## src/rtl/ex_mem_issue_reg.sv

```systemverilog
// EX->MEM pipeline register for an N-issue core: per-lane result staging,
// program-order redirect/exception arbitration, BPU update record and statistics.
module ex_mem_issue_reg #(
    parameter int unsigned ISSUE_WIDTH = 2,
    parameter int unsigned DATA_W      = 128,
    parameter int unsigned CNT_W       = 32,
    localparam int unsigned LANE_W     = (ISSUE_WIDTH > 1) ? $clog2(ISSUE_WIDTH) : 1
) (
    input  logic                          clk,
    input  logic                          rst,
    input  logic                          flush,
    input  logic                          pause,
    input  logic                          pause_ex,
    input  logic                          pause_mem,
    input  logic [ISSUE_WIDTH-1:0]        ex_valid,
    input  logic [ISSUE_WIDTH*DATA_W-1:0] ex_payload,
    input  logic [ISSUE_WIDTH-1:0]        ex_redirect,
    input  logic [ISSUE_WIDTH*32-1:0]     ex_target,
    input  logic [ISSUE_WIDTH-1:0]        ex_excp,
    output logic [ISSUE_WIDTH-1:0]        mem_valid,
    output logic [ISSUE_WIDTH*DATA_W-1:0] mem_payload,
    output logic                          branch_flush,
    output logic [31:0]                   branch_target,
    output logic                          ex_excp_flush,
    output logic                          upd_valid,
    output logic [LANE_W-1:0]             upd_lane,
    output logic [31:0]                   upd_target,
    output logic [CNT_W-1:0]              cnt_redirect,
    output logic [CNT_W-1:0]              cnt_killed,
    output logic [CNT_W-1:0]              cnt_bubble
);

    localparam int unsigned KCNT_W = $clog2(ISSUE_WIDTH + 1);
    localparam int unsigned SUM_W  = CNT_W + KCNT_W;

    logic [ISSUE_WIDTH-1:0]        r_lane;
    logic [ISSUE_WIDTH-1:0]        e_lane;
    logic [ISSUE_WIDTH-1:0]        killed;
    logic [ISSUE_WIDTH-1:0]        live;
    logic                          found;
    logic                          stop_r;
    logic                          stop_e;
    logic [LANE_W-1:0]             stop_idx;
    logic [31:0]                   stop_target;
    logic [KCNT_W-1:0]             kill_cnt;
    logic [ISSUE_WIDTH*DATA_W-1:0] load_payload;
    logic                          go;
    logic                          bubble;

    function automatic logic [CNT_W-1:0] sat_add(input logic [CNT_W-1:0]  cnt,
                                                 input logic [KCNT_W-1:0] amt);
        logic [SUM_W-1:0] sum;
        sum = SUM_W'(cnt) + SUM_W'(amt);
        if (sum > SUM_W'({CNT_W{1'b1}}))
            return '1;
        return sum[CNT_W-1:0];
    endfunction

    assign r_lane = ex_valid & ex_redirect;
    assign e_lane = ex_valid & ex_excp;

    // Oldest lane with a redirect or exception stops the group; everything younger is killed.
    always_comb begin
        found       = 1'b0;
        killed      = '0;
        stop_r      = 1'b0;
        stop_e      = 1'b0;
        stop_idx    = '0;
        stop_target = '0;
        for (int unsigned i = 0; i < ISSUE_WIDTH; i++) begin
            if (found) begin
                killed[i] = 1'b1;
            end else if (r_lane[i] | e_lane[i]) begin
                found       = 1'b1;
                stop_idx    = LANE_W'(i);
                stop_r      = r_lane[i];
                stop_e      = e_lane[i];
                stop_target = ex_target[i*32 +: 32];
            end
        end
    end

    assign live = ex_valid & ~killed;

    always_comb begin
        kill_cnt     = '0;
        load_payload = '0;
        for (int unsigned i = 0; i < ISSUE_WIDTH; i++) begin
            kill_cnt = kill_cnt + KCNT_W'(ex_valid[i] & killed[i]);
            if (live[i])
                load_payload[i*DATA_W +: DATA_W] = ex_payload[i*DATA_W +: DATA_W];
        end
    end

    assign go            = ~pause_ex & ~pause_mem;
    assign bubble        = pause_ex & ~pause_mem;
    assign branch_flush  = go & stop_r;
    assign branch_target = stop_r ? stop_target : '0;
    assign ex_excp_flush = go & stop_e;

    always_ff @(posedge clk or negedge rst) begin
        if (!rst) begin
            mem_valid   <= '0;
            mem_payload <= '0;
        end else if (flush || bubble) begin
            mem_valid   <= '0;
            mem_payload <= '0;
        end else if (!pause) begin
            mem_valid   <= live;
            mem_payload <= load_payload;
        end
    end

    // The update record is independent of flush so a redirect is never lost to the predictor.
    always_ff @(posedge clk or negedge rst) begin
        if (!rst) begin
            upd_valid  <= 1'b0;
            upd_lane   <= '0;
            upd_target <= '0;
        end else if (branch_flush) begin
            upd_valid  <= 1'b1;
            upd_lane   <= stop_idx;
            upd_target <= stop_target;
        end else begin
            upd_valid  <= 1'b0;
        end
    end

    always_ff @(posedge clk or negedge rst) begin
        if (!rst) begin
            cnt_redirect <= '0;
            cnt_killed   <= '0;
            cnt_bubble   <= '0;
        end else begin
            if (branch_flush)
                cnt_redirect <= sat_add(cnt_redirect, KCNT_W'(1));
            if (!flush && bubble)
                cnt_bubble <= sat_add(cnt_bubble, KCNT_W'(1));
            if (!flush && !bubble && !pause)
                cnt_killed <= sat_add(cnt_killed, kill_cnt);
        end
    end

endmodule
```

## config.mk

```make
export PLATFORM = sky130hd
export DESIGN_NAME = ex_mem_issue_reg
export DESIGN_NICKNAME = d
export VERILOG_FILES = /design/src/rtl/ex_mem_issue_reg.sv
export SDC_FILE = /design/constraint.sdc
export NUM_CORES = 1
export LEC_CHECK = 0
export ABC_AREA = 0
export BUFFER_PORTS_ARGS = -buffer_cell sky130_fd_sc_hd__buf_4
export CORE_AREA = 2 2 291 293
export DETAILED_ROUTE_END_ITERATION = 7
export DIE_AREA = 0 0 293 295
export SLEW_MARGIN = 20
export SYNTH_ARGS = -nofsm -noshare
export SYNTH_HDL_FRONTEND = slang
export SYNTH_SLANG_ARGS = --single-unit
```

## constraint.sdc

```tcl
create_clock -name clk -period 3.4 [get_ports clk]
set_clock_uncertainty 0.1 [all_clocks]
set_input_delay 0 -clock clk [delete_from_list [all_inputs] [get_ports clk]]
set_output_delay 0 -clock clk [all_outputs]
set_load 0.01 [all_outputs]
```

==> reports/results.tsv <==
stage	metric	value	unit
cells_and_area	Layout Utilization	34.1	%
routing	final wirelength	73900	um
place	hpwl dp	52100	um
cells_and_area	area delta synth->final	74.5	%
sta	Fin Setup TNS	0	ps
power	Logic pwr share	20.7	%
die	I/O Pins	754	
die	# rows	106	
sta	final setup fails	0	
logic_synthesis	largest cells by area after synthesis	dfrtp_1, a22o_1, nand2_1, clkbuf_1, nor2_1	
sta	RSZ-0062 raised after global routing	no	
global_route	total routing usage reported by global routing	16.2	%
worst_setup_path	critical path capture point type	flop	
routing	Vias	16500	
power	Clock power frac	38.5	%
min_path	Min-Delay Path Depth	3	
worst_setup_path	Worst setup SP type	input pin	
logic_synthesis	async set-reset flop share out of synthesis	100	%
power	Reg power frac	40.9	%
min_path	Worst Hold Class	in2reg	
power	Net Switching	3860	uW
cells_and_area	final net count	2842	
worst_setup_path	reg2reg end	cnt_bubble[28]	
clock_network	H-tree depth	2	
die	area of the die	86400	um^2
cells_and_area	share of layout cells above drive strength 1	35.6	%
sta	fin. max-slew vios	0	
worst_setup_path	worst-path maximum fanout	27	
sta	Max Fclk	319	MHz
logic_synthesis	Syn Inst Count	1417	
logic_synthesis	post-synth cell types	61	
clock_network	CTS Buffer Depth	3	
min_path	hold worst-path end	mem_payload[87]	
worst_setup_path	CP Class	in2reg	
global_route	global-route wire length before repair	108000	um
logic_synthesis	count leader, synth	dfrtp_1	
clock_network	clk_lat worst skew	580	ps
logic_synthesis	Post-Synthesis Cell Area	16300	um^2
routing	iteration count of the initial detailed-routing pass	5	
logic_synthesis	register area share after synthesis	59.7	%
place	placer congestion estimate	0.888	
worst_setup_path	crit-path leading delay family	buffers and inverters	
logic_synthesis	Post-synth EDFFs	0	
min_path	HP Start	ex_valid[0]	
logic_synthesis	Avg Inst Size Synth	11.5	um^2
global_route	number of global-route vias before repair	16800	
power	Leak Pwr	0.0139	uW
sta	Final Hold Fails	0	
global_route	grt total ovfl	0	
routing	DRT iter0 DRCs	1264	
clock_network	number of buffers created by CTS	47	
worst_setup_path	critical path required time	3690	ps
power	internal power	9310	uW
die	height of the die	295	um
clock_network	Clock transition at path regs	60	ps
worst_setup_path	Worst R2R Path Depth	10	
worst_setup_path	Reg2Reg Setup Slack	290	ps
die	Initial Util	19.5	%
die	chip width	293	um
worst_setup_path	critical path arrival	3420	ps
routing	DRC	0	
place	PortBufs	753	
worst_setup_path	CP Buf/Inv Count	4	
logic_synthesis	share of the synthesized area in the top cell type	59.7	%
worst_setup_path	crit path max-delay cell type	or3_1	
sta	Slew HR	37.0	%
routing	post-route ant nets	0	
logic_synthesis	register bit count reported by yosys	388	
clock_network	Sink Count	388	
clock_network	CTS tree	yes	
sta	Final min period	3130	ps
logic_synthesis	Post-synth top cells	dfrtp_1, a22o_1, nand2_1, clkbuf_1, nor2_1	
logic_synthesis	Synthesized Nets	1756	
worst_setup_path	Cell Chain, Critical Path	dlygate4sd3_1 -> buf_4 -> and2_1 -> dlygate4sd3_1 -> ha_1 -> ha_1 -> nand2_1 -> nor4_1 -> buf_4 -> nand2_1 -> or3_1 -> o21ai_0	
die	Core Region	83200	um^2
clock_network	Clk Tree Root Cell	clkbuf_16	
sta	worst slew pin tran	945	ps
global_route	initial antenna violation count	11	
logic_synthesis	Syn. warnings	0	
routing	routed len/inst	20.4	um
logic_synthesis	leading area contributor after synthesis	dfrtp_1	
clock_network	post-CTS setup buffers	0	
routing	Avg Vias per Cell	4.56	
sta	part of the cycle the worst path needs	92.1	%
power	Sw Share	29.3	%
power	cell area power density	464	nW/um^2
cells_and_area	Filler cells	8155	
power	Max VDD drop	0.268	mV
worst_setup_path	Worst path max stage delay	780	ps
run	Max-Cap Viols	0	
worst_setup_path	RR Startpoint	cnt_bubble[1]	
logic_synthesis	Top FF cell, synth	dfrtp_1	
run_status	outcome	complete, no violations	
global_route	pin count of the biggest net entering global routing	154	
[worst min-delay path: stages]
cell and delay [ps]:
buf_4 130, and2_4 260, a22o_1 240
[power groups by stage]
stage	clock (uW)	combinational (uW)	sequential [uW]
after global placement	0	2360	5420
final	5070	2720	5380
after floorplan	0	903	5470
after global routing	5420	2940	5440
after CTS	5210	2710	5360
after detailed placement	0	2350	5440
[metrics by stage]
step	hold WS, ps	cell area (um^2)	cells	setup slack, ps	total power (uW)
global route	11.2	28400	3622	43.0	13800
finish	35.2	28400	3626	268	13200
floorplan	-396	16300	1417	434	6370
detailed placement	-17.9	23300	3191	206	7790
CTS	25.7	28300	3618	184	13300
global placement	-29.2	23300	3191	274	7780
[cell type report]
class | instances | area [um^2] | area share (%)
antenna | 7 | 17.5 | 0.0618
clock buffer | 66 | 1380 | 4.86
clock inverter | 19 | 180 | 0.635
inverter | 15 | 56.3 | 0.198
multi-input combinational | 911 | 6130 | 21.6
sequential | 388 | 9710 | 34.2
tap | 1080 | 1350 | 4.76
timing repair buffer | 1140 | 9540 | 33.6
[kinds of logic (layout without fill, tap and decap cells)]
kind of cell	after synthesis	after routing	synth area share, %
AO/OA/AOI/OAI	437	437	20.8
XOR/XNOR	50	50	2.69
adder cells (fa/ha/maj)	7	7	0.539
buffers and inverters	118	1240	2.82
flip-flops	388	388	59.7
multiplexers	5	5	0.323
other	0	7	0
AND/OR/NAND/NOR	412	412	13.1
[registers in the layout, indices dropped and copies added (netlist names)]
name / count
mem_payload: 256
cnt_bubble: 32
cnt_killed: 32
cnt_redirect: 32
upd_target: 32
mem_valid: 2
upd_lane: 1
upd_valid: 1
[cells in the final DEF (no fill, tap or decap), types with 10 or more instances in the layout]
| cell type | count |
|---|---|
| o31ai_1 | 10 |
| a21oi_1 | 27 |
| dlygate4sd3_1 | 341 |
| xnor2_1 | 19 |
| clkbuf_16 | 48 |
| dfrtp_1 | 388 |
| nand4_1 | 30 |
| inv_1 | 15 |
| a22o_1 | 256 |
| nor2_1 | 87 |
| clkbuf_8 | 11 |
| and3_1 | 37 |
| xor2_1 | 31 |
| nand2_1 | 109 |
| buf_4 | 789 |
| nor3_1 | 36 |
| o21ai_0 | 47 |
| a22oi_1 | 32 |
| a31oi_1 | 35 |
| and4_1 | 10 |
| nand3_1 | 41 |
[worst max-delay path by stage]
stage	from	endpoint	cells past startpoint	slack (ps)
2_1_floorplan	ex_redirect[0]	cnt_killed[10]	13	430
3_3_place_gp	cnt_redirect[0]	cnt_redirect[9]	9	270
3_5_place_dp	cnt_redirect[0]	cnt_redirect[9]	9	210
4_1_cts	cnt_redirect[0]	cnt_redirect[9]	9	180
5_1_grt	cnt_bubble[1]	cnt_bubble[28]	10	40
6_report	ex_valid[1]	cnt_killed[2]	12	270
[repair_timing]
item | in CTS | in global routing
hold buffers | 342 | 0
endpoints found under the hold margin | 691 | 0
setup endpoints to repair | 0 | 13
gates resized for setup | 0 | 4
[per-layer routing]
layer	track usage [%]	up-vias	part of all wire (%)
met5	0	-	0.10
met4	4.99	12	2.9
met3	4.65	134	8.0
met2	26.5	731	48
met1	20.7	8160	41
li1	-	7489	-
No activity file was read; power rests on OpenSTA's default activity.
